$ cat src/rtl/fetch_queue_16.sv
// rtl/fetch_queue_16.sv - fetch stage: PC, imem requests, instruction FIFO, redirect flush
// Optional FETCH_PERF_EN adds the stall_cycles output.
module fetch_queue_16 #(
   parameter int          DEPTH    = 2,
   parameter logic [15:0] RESET_PC = 16'h0000,
   parameter int          IMEM_AW  = 10
) (
   input  logic               clock,
   input  logic               reset_n,
   input  logic               fetch_en,
   input  logic               redirect_valid,
   input  logic [15:0]        redirect_pc,
   output logic               imem_en,
   output logic [IMEM_AW-1:0] imem_addr,
   input  logic [15:0]        imem_rdata,
   output logic               out_valid,
   input  logic               out_ready,
   output logic [15:0]        out_instr,
   output logic [15:0]        out_pc
`ifdef FETCH_PERF_EN
   ,
   output logic [15:0]        stall_cycles
`endif
);
   localparam int PW = $clog2(DEPTH);
   localparam int CW = PW + 1;
   localparam logic [CW:0] DEPTH_C = DEPTH[CW:0];

   typedef enum logic {IDLE, WAIT} infl_t;

   infl_t         infl_q;
   logic [15:0]   pc_q;
   logic [15:0]   infl_pc_q;
   logic [PW-1:0] rd_ptr_q;
   logic [PW-1:0] wr_ptr_q;
   logic [CW-1:0] count_q;
   logic [CW-1:0] count_d;
   logic [15:0]   instr_q [DEPTH];
   logic [15:0]   epc_q   [DEPTH];
   logic          pop;
   logic          push;
   logic [CW:0]   occupancy;

   assign pop  = out_valid && out_ready;
   assign push = (infl_q == WAIT) && !redirect_valid;

   // Credit counts the in-flight word so a response always has a free slot.
   assign occupancy = {1'b0, count_q} + {{CW{1'b0}}, infl_q == WAIT} - {{CW{1'b0}}, pop};
   assign imem_en   = reset_n && fetch_en && !redirect_valid && (occupancy < DEPTH_C);
   assign imem_addr = pc_q[IMEM_AW:1];
   assign out_valid = (count_q != '0);
   assign out_instr = instr_q[rd_ptr_q];
   assign out_pc    = epc_q[rd_ptr_q];

   always_comb begin
      count_d = count_q;
      if (push && !pop)
         count_d = count_q + 1'b1;
      else if (pop && !push)
         count_d = count_q - 1'b1;
   end

   always_ff @(posedge clock or negedge reset_n) begin
      if (!reset_n) begin
         pc_q      <= RESET_PC;
         infl_q    <= IDLE;
         infl_pc_q <= '0;
         rd_ptr_q  <= '0;
         wr_ptr_q  <= '0;
         count_q   <= '0;
         for (int i = 0; i < DEPTH; i++) begin
            instr_q[i] <= '0;
            epc_q[i]   <= '0;
         end
      end else if (redirect_valid) begin
         pc_q     <= redirect_pc & 16'hFFFE;
         infl_q   <= IDLE;
         count_q  <= '0;
         rd_ptr_q <= wr_ptr_q;
      end else begin
         if (imem_en) begin
            pc_q      <= pc_q + 16'd2;
            infl_pc_q <= pc_q;
            infl_q    <= WAIT;
         end else begin
            infl_q <= IDLE;
         end
         if (push) begin
            instr_q[wr_ptr_q] <= imem_rdata;
            epc_q[wr_ptr_q]   <= infl_pc_q;
            wr_ptr_q          <= wr_ptr_q + 1'b1;
         end
         if (pop)
            rd_ptr_q <= rd_ptr_q + 1'b1;
         count_q <= count_d;
      end
   end

`ifdef FETCH_PERF_EN
   logic [15:0] stall_q;

   always_ff @(posedge clock or negedge reset_n) begin
      if (!reset_n)
         stall_q <= '0;
      else if (redirect_valid)
         stall_q <= '0;
      else if (out_ready && !out_valid && stall_q != 16'hFFFF)
         stall_q <= stall_q + 16'd1;
   end

   assign stall_cycles = stall_q;
`endif

endmodule

$ cat config.mk
export PLATFORM = sky130hd
export DESIGN_NAME = fetch_queue_16
export DESIGN_NICKNAME = d
export VERILOG_FILES = /design/src/rtl/fetch_queue_16.sv
export SDC_FILE = /design/constraint.sdc
export NUM_CORES = 1
export LEC_CHECK = 0
export ABC_CLOCK_PERIOD_IN_PS = 4400
export BUFFER_PORTS_ARGS = -buffer_cell sky130_fd_sc_hd__buf_2
export CAP_MARGIN = 5
export CORE_MARGIN = 5
export CORE_UTILIZATION = 36
export CTS_CLUSTER_SIZE = 40
export DETAILED_ROUTE_END_ITERATION = 6
export GPL_TIMING_DRIVEN = 0
export PLACE_DENSITY = 0.59
export SETUP_SLACK_MARGIN = 0.3
export SLEW_MARGIN = 25
export SYNTH_ARGS = -nofsm -noshare
export SYNTH_HDL_FRONTEND = slang
export SYNTH_SLANG_ARGS = --single-unit
$ cat constraint.sdc
create_clock -name clock -period 4.4 [get_ports clock]
set_input_delay 0.44 -clock clock [delete_from_list [all_inputs] [get_ports clock]]
set_output_delay 0.44 -clock clock [all_outputs]
set_load 0.005 [all_outputs]
==> results of run 1 <==
power breakdown:
group          switching [W]  internal, W  total (W)
Sequential          0.000182      0.00121    0.00139
Clock               0.000331     0.000500   0.000831
Combinational       0.000391     0.000572   0.000963
Total               0.000904      0.00229    0.00319
worst paths after layout:
kind                       depth (start not counted)         end             from  slack [ns]
max                                               12     imem_en       count_q[1]        0.59
min                                                3    pc_q[11]  redirect_pc[11]        0.31
max reg2reg                                       12     pc_q[6]       count_q[1]        1.26
min reg2reg                                        1   epc_q[31]        epc_q[31]        0.49
max in group asynchronous                          3    epc_q[5]          reset_n        3.23
min in group asynchronous                          2  instr_q[5]          reset_n        0.54
cell usage after synthesis, drive strengths merged (3+ instances only):
| master | n | area share, % |
|---|---|---|
| o21ai | 10 | 1.1 |
| or3 | 4 | 0.55 |
| mux2i | 3 | 0.66 |
| nand2 | 59 | 5.2 |
| mux2 | 93 | 23 |
| o211ai | 4 | 0.66 |
| nand4 | 4 | 0.55 |
| xnor2 | 5 | 1.1 |
| nor3 | 3 | 0.33 |
| dfrtp | 97 | 54 |
| clkbuf | 6 | 0.50 |
| o311ai | 6 | 1.2 |
| and4 | 3 | 0.58 |
| nand3 | 10 | 1.2 |
| a21oi | 3 | 0.41 |
| inv | 8 | 0.66 |
| and3 | 3 | 0.44 |
| buf | 24 | 3.5 |
per-stage QoR:
| stage | std cells | hold WS [ns] |
|---|---|---|
| after global routing | 637 | 0.322 |
| final | 637 | 0.307 |
| after CTS | 637 | 0.297 |
| after floorplan | 370 | 0.144 |
| after detailed placement | 620 | 0.344 |
| after global placement | 619 | 0.465 |
tightest hold or removal path, cell delays in order:
cell and delay (ns):
buf_2 0.08, nand2_1 0.04, nand3_1 0.05
cell type report:
type | count | area, µm² | area share (%)
Timing Repair Buffer | 79 | 429 | 7.81
Buffer | 30 | 181 | 3.30
Tap cell | 172 | 215 | 3.92
Inverter | 8 | 30.0 | 0.547
Sequential cell | 97 | 2430 | 44.2
Multi-Input combinational cell | 235 | 1890 | 34.5
Clock inverter | 6 | 87.6 | 1.59
Clock buffer | 10 | 229 | 4.17
state kept, by name (all words and copies together), names as in the netlist:
register and cells:
epc_q 30, infl_q 1, count_q 2, infl_pc_q 15, instr_q 32, rd_ptr_q 1
pc_q 15, wr_ptr_q 1
kinds of logic after synthesis:
family | share of synthesized area [%]
mux | 23.8
other cells | 0.0827
buf+inv | 4.66
flops | 53.5
compound gates | 5.19
fa+ha+maj | 0.994
simple gates | 10.2
xor+xnor | 1.52
layout by cell type (no fill, tap or decap), drive strengths merged, types with 3 or more instances in the layout:
cell	count
buf	102
dfrtp	97
mux2	93
nand2	59
clkbuf	16
nand3	10
o21ai	10
inv	10
o311ai	6
xnor2	5
nand4	4
o211ai	4
or3	4
and4	3
mux2i	3
nor3	3
and3	3
a21oi	3
routing by layer:
layer	vias to the layer above	track usage, %	part of all wire, %
li1	1478	-	-
met1	1504	19.0	47
met2	90	22.4	46
met3	6	4.75	6.7
met4	0	2.94	0.69
met5	-	0	0
==> summary.txt, run 1 <==
Synth
  • Asr flop ratio synth: 100%
  • Post-Synthesis Cell Area: approximately 0.0045 mm²
  • Post-synthesis sequential area ratio: between 50% and 60%
  • Post-synthesis area per instance: 12.3 µm²
  • Yosys warnings: 0
  • Cell variety after synth: 51
  • Post-synthesis cell count: 370
  • Post-synth EDFFs: 0
  • Synthesized flop and latch total: 97
  • Predominant post-synthesis flop cell: dfrtp_1
  • Syn nets: 410

STA
  • Maximum clock rate: around 260 MHz
  • Worst-margin pin slew: between 0.6 and 0.7 ns
  • Post-layout worst setup margin: 0.594 ns
  • Final setup fails: 0
  • Period utilization: just under 90%
  • Final Critical Period: between 3 and 4 ns
  • Relative slew slack: about 56%
  • Skew final: 0.00614 ns
  • RSZ-0062 raised after global routing: no
  • Hold violation count in the final report: 0
  • Setup TNS: 0 ns
  • Slew Viols, Final: 0

Worst setup path
  • Kind of start point of the critical path: flip-flop
  • Critical path cell sequence: or2_2 > nand2_1 > inv_1 > ha_1 > nand2b_1 > fa_1 > and4b_2 > nand2_2 > inv_2 > buf_6 > buf_2 > buf_2
  • Setup CP Type: reg2out
  • CP peak stage delay: 0.50 ns
  • WP buf/inv: 5
  • CP max-delay cell: fa_1
  • CP max FO: 10
  • Crit-path leading delay family: simple AND/OR/NAND/NOR gates
  • Critical path data arrival time: between 3 and 4 ns
  • Most frequent CP cell: buf_2
  • Worst Path Required: between 3 and 4 ns
  • Setup crit end kind: output pin

Clock network
  • Clk buf depth: 2
  • Post-CTS Setup Inserts: 0
  • CTS Hold Buffers Added: 1
  • Register clock-pin slew on the reported worst setup and hold paths: 0.06 ns
  • Post-CTS sizing: 0
  • Root Driver: clkbuf_16
  • CTS Sinks: just under 100
  • Total CTS buffers: 9
  • CTS tree: built
  • H-tree levels: 3
  • Worst-Skew Late Latency: between 0.3 and 0.4 ns

Cells and area
  • Fillers: 1204
  • Share of cells above drive strength 1: a little under half
  • Post-Layout Inst Area: ~0.0055 mm²
  • Area grow syn2layout: 21.2%
  • Diode count: 0
  • Util after Layout: 44.1%
  • Layout Nets: 500

Detailed routing
  • DRT Pass-1 Iters: 4
  • Routed vias: 3078
  • Drt wl/cell: around 16 µm
  • Drt first-iter violations: about 140
  • Routed Antenna Nets: 0
  • Final wirelength: between 10000 and 15000 µm
  • Vias/cell: between 4 and 5
  • DRC viols: 0

Die
  • IO Pins: 81
  • Die Area: 0.0149 mm²
  • Die Height: between 100 and 150 µm
  • Initial core utilization: 36.4%
  • Row cnt: a little over 40
  • Die X-Extent: between 100 and 150 µm
  • Core area: 0.0125 mm²

Global routing
  • Tot GR Track Use: 14.1%
  • Global-route wire length before repair: 16400 µm
  • Largest net degree at the start of global routing: 70
  • Initial antenna violation count: 0
  • Number of global-route vias before repair: roughly 3200
  • Remaining Overflow, GRT: 0

Outcome
  • Status: completed

Power and ir drop
  • Overall Power: approximately 0.0032 W
  • Cell Pwr Density: about 580 mW/mm²
  • Peak VDD IR: ~180 µV
  • Lkg Pwr: 2.68 nW

Hold path
  • HP Class: in2reg

Placement
  • # port buffers: 77
  • Post-Place Worst Slack: 0.939 ns
  • Placed Instance Area: between 0.005 and 0.006 mm²
  • HPWL Detailed: approximately 7300 µm
  • GP Congestion: approximately 0.78

Job
  • MaxCap Viol Count: 0
No activity file was read; power rests on OpenSTA's default activity.
==> run 2: changes to the inputs <==
--- a/config.mk
+++ b/config.mk
@@ -5,6 +5,7 @@
 export SDC_FILE = /design/constraint.sdc
 export NUM_CORES = 1
 export LEC_CHECK = 0
+export ABC_AREA = 1
 export ABC_CLOCK_PERIOD_IN_PS = 4400
 export BUFFER_PORTS_ARGS = -buffer_cell sky130_fd_sc_hd__buf_2
 export CAP_MARGIN = 5
@@ -13,7 +14,7 @@
 export CTS_CLUSTER_SIZE = 40
 export DETAILED_ROUTE_END_ITERATION = 6
 export GPL_TIMING_DRIVEN = 0
-export PLACE_DENSITY = 0.59
+export PLACE_DENSITY = 0.58
 export SETUP_SLACK_MARGIN = 0.3
 export SLEW_MARGIN = 25
 export SYNTH_ARGS = -nofsm -noshare
==> summary.txt, run 2 <==
Outcome
  • Status: completed

Detailed routing
  • DRT Pass-1 Iters: 4 (unchanged)
  • Routed Antenna Nets: 0 (unchanged)
  • Drt first-iter violations: 215 (+55%)
  • Routed vias: 4032 (+31%)
  • DRC viols: 0 (unchanged)
  • Vias/cell: 4.62 (-4.4%)
  • Final wirelength: 11900 µm (+18%)
  • Drt wl/cell: 13.6 µm (-14%)

Power and ir drop
  • Lkg Pwr: 3.07 nW (+14%)
  • Cell Pwr Density: 601 mW/mm² (+3.6%)
  • Peak VDD IR: 187 µV (+4.9%)

STA
  • Final setup fails: 0 (unchanged)
  • Hold violation count in the final report: 0 (unchanged)
  • Relative slew slack: 64.1% (+8.0 points)
  • Setup TNS: 0 ns (unchanged)
  • Final Critical Period: 3.53 ns (-0.273 ns)
  • RSZ-0062 raised after global routing: no
  • Period utilization: 80.3% (-6.2 points)
  • Maximum clock rate: 283 MHz (+7.7%)
  • Slew Viols, Final: 0 (unchanged)
  • Worst-margin pin slew: 0.539 ns (-0.120 ns)
  • Skew final: 0.00805 ns (+0.00191 ns)

Cells and area
  • Commonest non-fill, non-tap cell in the layout: nand2_1
  • Area grow syn2layout: 20.1%
  • Util after Layout: 43.8% (-0.32 points)
  • Max reg flops: 32 (unchanged)
  • Largest Register: instr_q
  • Commonest cells after routing, fill and taps aside: nand2_1, dfrtp_1, buf_2
  • Share of cells above drive strength 1: 22.0% (-25 points)
  • Fillers: 1361 (+13%)
  • Diode count: 0 (unchanged)
  • Layout Nets: 732 (+46%)
  • Footprint of the multi-input gates: 0.00187 mm² (-1.3%)
  • Post-Layout Inst Area: 0.00575 mm² (+4.6%)
  • Largest regs: instr_q: 32 flops, epc_q: 30 flops
  • FF+latch area: 0.00243 mm² (unchanged)

Die
  • Initial core utilization: 36.4% (+0.074 points)
  • Die Area: 0.0157 mm² (+5.1%)
  • Core area: 0.0131 mm² (+5.4%)
  • IO Pins: 81 (unchanged)
  • Die X-Extent: 125 µm (+2.5%)
  • Row cnt: 42 (+2.4%)
  • Die Height: 125 µm (+2.5%)

Global routing
  • Global-route wire length before repair: 20300 µm (+24%)
  • Initial antenna violation count: 0 (unchanged)
  • Number of global-route vias before repair: 4023 (+25%)
  • Remaining Overflow, GRT: 0 (unchanged)
  • Largest net degree at the start of global routing: 55 (-21%)
  • Tot GR Track Use: 15.8% (+1.6 points)

Clock network
  • Clk buf depth: 2 (unchanged)
  • Register clock-pin slew on the reported worst setup and hold paths: 0.07 ns (about the same)
  • Total CTS buffers: 9 (unchanged)
  • Worst-Skew Late Latency: 0.35 ns (about the same)
  • Root Driver: clkbuf_16
  • Post-CTS Setup Inserts: 0 (unchanged)
  • CTS Hold Buffers Added: 0 (-1)
  • CTS tree: built
  • CTS Sinks: 97 (unchanged)
  • Post-CTS sizing: 0 (unchanged)
  • H-tree levels: 3 (unchanged)

Placement
  • HPWL Detailed: 8580 µm (+18%)
  • # port buffers: 77 (unchanged)
  • GP Congestion: 0.855 (+10%)
  • Placed Instance Area: 0.00543 mm² (+5.0%)

Synth
  • Post-synthesis cell count: 603 (+63%)
  • Yosys warnings: 0 (unchanged)
  • Post-synthesis sequential area ratio: 50.7% (-2.8 points)
  • Cell variety after synth: 28 (-45%)
  • Post-synthesis area per instance: 7.94 µm² (-35%)
  • Synthesized flop and latch total: 97 (unchanged)
  • Main area contributors after synthesis: dfrtp_1, nand2_1, o21ai_0
  • Synth cell count leaders: nand2_1, dfrtp_1, inv_1
  • Predominant post-synthesis flop cell: dfrtp_1
  • Syn nets: 643 (+57%)
  • Synth top area share: 50.7% (-2.8 points)
  • Cell taking the most area after synthesis: dfrtp_1
  • Post-synth EDFFs: 0 (unchanged)
  • Post-Synthesis Cell Area: 0.00479 mm² (+5.6%)
  • Most numerous cell in the Yosys netlist: nand2_1
  • Asr flop ratio synth: 100% (unchanged)

Worst setup path
  • Setup crit end kind: output pin
  • Critical path data arrival time: 3.09 ns (-0.28 ns)
  • Kind of start point of the critical path: flip-flop
  • CP max FO: 10 (unchanged)
  • Setup CP Type: reg2out
  • Worst Path Required: 3.96 ns (about the same)

Job
  • MaxCap Viol Count: 0 (unchanged)

Hold path
  • HP Class: in2async
==> run 2: layer usage <==
layer	up-vias	wire (µm)	global-route usage [%]
met5	-	0	0
met4	0	179	4.78
met3	16	546	3.50
met2	87	5500	25.0
met1	1877	5630	21.7
li1	2052	-	-
==> run 2: cell families (layout without fill, tap and decap cells) <==
logic type / after synthesis / after routing / synth area share (%)
AOI/OAI and AO/OA: 87 / 87 / 11.6
buffers and inverters: 100 / 194 / 10.2
adders and majority gates: 3 / 3 / 0.941
other: 1 / 1 / 0.0783
and+or+nand+nor: 314 / 314 / 26.3
DFF: 97 / 97 / 50.7
xor gates and xnor gates: 1 / 1 / 0.183
==> run 2: per-stage QoR <==
| step | hold WS (ns) | total power (W) | setup WS, ns | std cells |
|---|---|---|---|---|
| 6_report | 0.0238 | 0.00346 | 0.867 | 873 |
| 5_1_grt | 0.0597 | 0.00374 | 0.602 | 873 |
| 4_1_cts | 0.0395 | 0.00350 | 0.845 | 873 |
| 3_5_place_dp | 0.409 | 0.00264 | 1.25 | 857 |
| 3_3_place_gp | 0.464 | 0.00259 | 0.821 | 856 |
| 2_1_floorplan | 0.144 | 0.00218 | 1.68 | 603 |
==> run 2: report_power, final <==
part	leakage (nW)	switching (W)	internal, W
clock network	0.159	0.000336	0.000513
logic	1.68	0.000677	0.000482
registers	1.23	0.000202	0.00125
total	3.07	0.00122	0.00224
==> run 2: final timing paths <==
check | startpoint | to | slack, ns | depth (start not counted)
min in group clock | redirect_pc[3] | pc_q[3] | 0.31 | 3
worst min-delay path | reset_n | instr_q[5] | 0.02 | 1
max in group asynchronous | reset_n | epc_q[20] | 3.75 | 2
worst max register to register | count_q[1] | infl_pc_q[2] | 1.53 | 14
worst min register to register | instr_q[18] | instr_q[18] | 0.48 | 2
worst max-delay path | count_q[1] | imem_en | 0.87 | 13
==> run 2: worst max-delay path: stages (launching register included) <==
cell and delay, ns:
dfrtp_1 0.44, inv_1 0.09, nand2_1 0.08, nand2_1 0.14, inv_1 0.09, ha_1 0.28, or2_2 0.30, fa_1 0.49
nand2_1 0.06, nor2_2 0.14, nand2_2 0.15, inv_2 0.15, buf_4 0.19, buf_2 0.13
==> run 2: area by class of cell <==
| class | instances | area share [%] |
|---|---|---|
| Buffer | 40 | 4.57 |
| Clock buffer | 11 | 4.22 |
| Clock inverter | 5 | 1.37 |
| Inverter | 60 | 3.96 |
| Multi-Input combinational cell | 406 | 32.5 |
| Sequential cell | 97 | 42.2 |
| Tap cell | 176 | 3.83 |
| Timing Repair Buffer | 78 | 7.29 |
==> run 3: changes to the inputs <==
--- a/config.mk
+++ b/config.mk
@@ -6,7 +6,7 @@
 export NUM_CORES = 1
 export LEC_CHECK = 0
 export ABC_AREA = 1
-export ABC_CLOCK_PERIOD_IN_PS = 4400
+export ABC_CLOCK_PERIOD_IN_PS = 3500
 export BUFFER_PORTS_ARGS = -buffer_cell sky130_fd_sc_hd__buf_2
 export CAP_MARGIN = 5
 export CORE_MARGIN = 5
==> constraint.sdc (replaced) <==
create_clock -name clock -period 3.5 [get_ports clock]
set_input_delay 0.35 -clock clock [delete_from_list [all_inputs] [get_ports clock]]
set_output_delay 0.35 -clock clock [all_outputs]
set_load 0.005 [all_outputs]
==> summary.txt, run 3 (synthesized netlist as in run 2, its figures left out) <==
Cells and area
  • Util after Layout: 44.5% (+0.74 points)
  • Layout Nets: 741 (+1.2%)
  • Largest Register: instr_q
  • Largest regs: instr_q: 32 flops, epc_q: 30 flops
  • Diode count: 0 (unchanged)
  • Share of cells above drive strength 1: 23.5% (+1.6 points)
  • Commonest cells after routing, fill and taps aside: nand2_1, dfrtp_1, buf_2
  • Fillers: 1354 (-0.51%)
  • Area grow syn2layout: 22.1%
  • Max reg flops: 32 (unchanged)
  • Post-Layout Inst Area: 0.00585 mm² (+1.7%)
  • Commonest non-fill, non-tap cell in the layout: nand2_1

STA
  • Period utilization: 86.7%
  • Final setup fails: 0 (unchanged)
  • Maximum clock rate: approximately 330 MHz
  • Hold violation count in the final report: 0 (unchanged)
  • Relative slew slack: 64.2% (+0.13 points)
  • Slew Viols, Final: 0 (unchanged)
  • Worst-margin pin slew: 0.537 ns (-0.00194 ns)
  • Setup TNS: 0 ns (unchanged)
  • RSZ-0062 raised after global routing: no
  • Post-layout worst setup margin: 0.467 ns (-0.400 ns)
  • Final Critical Period: 3.03 ns
  • Skew final: 0.00774 ns (-0.000309 ns)

Detailed routing
  • DRC viols: 0 (unchanged)
  • DRT Pass-1 Iters: 4 (unchanged)
  • Drt first-iter violations: 259 (+20%)
  • Routed Antenna Nets: 0 (unchanged)
  • Vias/cell: 4.61 (-0.11%)
  • Drt wl/cell: 13.6 µm (-0.20%)
  • Final wirelength: 12000 µm (+0.83%)
  • Routed vias: 4069 (+0.92%)

Power and ir drop
  • P_int: 0.00285 W (+27%)
  • Peak VDD IR: 217 µV (+16%)
  • Net Sw Power: 0.00155 W (+27%)
  • Overall Power: 0.00440 W (+27%)
  • Lkg Pwr: 3.13 nW (+1.7%)
  • Clock share of power: 24.3% (-0.3 points)
  • Comb pwr share: 34.4% (+0.9 points)
  • Switch share: 35.1% (about the same)
  • Cell Pwr Density: 752 mW/mm² (+25%)
  • Seq pwr share: 41.3% (-0.6 points)

Worst setup path
  • Critical path data arrival time: 2.68 ns (-0.41 ns)
  • CP max-delay cell: fa_1
  • Critical path cell sequence: inv_2 > nand2_2 > nand2_4 > inv_2 > ha_1 > or2_2 > fa_1 > nand2_1 > nor2_2 > nand2_4 > inv_6 > buf_8 > buf_2
  • Setup crit end kind: output pin
  • Setup CP Type: reg2out
  • WP buf/inv: 5 (unchanged)
  • CP max FO: 6 (-4)
  • Worst Path Required: 3.15 ns (-0.81 ns)
  • Kind of start point of the critical path: flip-flop
  • CP peak stage delay: 0.49 ns (about the same)
  • Crit-path leading delay family: simple AND/OR/NAND/NOR gates

Placement
  • GP Congestion: 0.855 (unchanged)
  • Post-Place Worst Slack: 0.437 ns (-0.810 ns)
  • # port buffers: 77 (unchanged)
  • Placed Instance Area: 0.00543 mm² (unchanged)
  • HPWL Detailed: 8580 µm (unchanged)

Die
  • Die Height: 125 µm (unchanged)
  • IO Pins: 81 (unchanged)
  • Row cnt: 42 (unchanged)
  • Initial core utilization: 36.4% (unchanged)
  • Die Area: 0.0157 mm² (unchanged)
  • Die X-Extent: 125 µm (unchanged)
  • Core area: 0.0131 mm² (unchanged)

Global routing
  • Tot GR Track Use: 15.8% (+0.027 points)
  • Remaining Overflow, GRT: 0 (unchanged)
  • Number of global-route vias before repair: 4041 (+0.45%)
  • Global-route wire length before repair: 20400 µm (+0.10%)
  • Initial antenna violation count: 0 (unchanged)
  • Largest net degree at the start of global routing: 55 (unchanged)

Clock network
  • CTS Sinks: 97 (unchanged)
  • Worst-Skew Late Latency: 0.35 ns (about the same)
  • Total CTS buffers: 9 (unchanged)
  • CTS tree: built
  • Root Driver: clkbuf_16
  • Clk buf depth: 2 (unchanged)
  • H-tree levels: 3 (unchanged)
  • Register clock-pin slew on the reported worst setup and hold paths: 0.07 ns (about the same)

Hold path
  • HP Class: in2reg

Job
  • MaxCap Viol Count: 0 (unchanged)

Outcome
  • Status: completed
==> run 3: repair_timing <==
item | 4_1_cts | 5_1_grt
buffers inserted | 2 | 6
endpoints found under the hold margin | 43 | 0
hold buffers | 1 | 0
gates resized for setup | 5 | 6
setup endpoints to repair | 1 | 1
pin swaps | 2 | 2
==> run 3: area by class of cell <==
class / instances / area [µm²] / share of cell area, %
timing repair buffer: 87 / 489 / 8.37
multi-input combinational: 406 / 1880 / 32.2
clock buffer: 11 / 243 / 4.15
tap: 176 / 220 / 3.77
buffer: 40 / 270 / 4.62
sequential: 97 / 2430 / 41.5
clock inverter: 5 / 78.8 / 1.35
inverter: 60 / 233 / 3.98
==> run 3: worst register-to-register path, cell delays in order, from the launching register on <==
cell and delay, ns:
dfrtp_1 0.40, inv_2 0.07, nand2_2 0.08, nand2_4 0.09
inv_2 0.05, ha_1 0.27, or2_2 0.30, fa_1 0.49
nand2_1 0.06, nor2_2 0.17, nand2_4 0.08, buf_4 0.17
buf_2 0.20, nand3_1 0.10, o211ai_1 0.10
==> run 3: final timing paths <==
kind	startpoint	endpoint	cells past startpoint	slack, ns
setup reg to reg	count_q[1]	pc_q[5]	14	0.74
setup / recovery	count_q[1]	imem_en	13	0.47
hold reg to reg	instr_q[18]	instr_q[18]	2	0.48
hold / removal	redirect_pc[3]	pc_q[3]	3	0.22
min in group asynchronous	reset_n	instr_q[5]	2	0.51
max in group asynchronous	reset_n	pc_q[5]	3	2.37
==> run 3: power groups by stage <==
stage	sequential [W]	combinational, W	clock (W)
2_1_floorplan	0.00177	0.000966	0
3_3_place_gp	0.00182	0.00144	0
3_5_place_dp	0.00184	0.00149	0
4_1_cts	0.00182	0.00151	0.00109
5_1_grt	0.00188	0.00175	0.00113
6_report	0.00182	0.00151	0.00107
==> run 3: per-layer routing <==
| metal | part of all wire [%] | global-route usage, % | up-vias |
|---|---|---|---|
| met4 | 1.5 | 4.78 | 0 |
| met1 | 47 | 21.6 | 1900 |
| li1 | - | - | 2075 |
| met5 | 0 | 0 | - |
| met3 | 4.4 | 3.54 | 15 |
| met2 | 47 | 25.1 | 79 |
==> run 3: metrics by stage <==
step                instances  hold slack, ns
finish                    882           0.219
global route              882           0.220
CTS                       876           0.212
detailed placement        857           0.319
global placement          856           0.464
floorplan                 603          0.0544
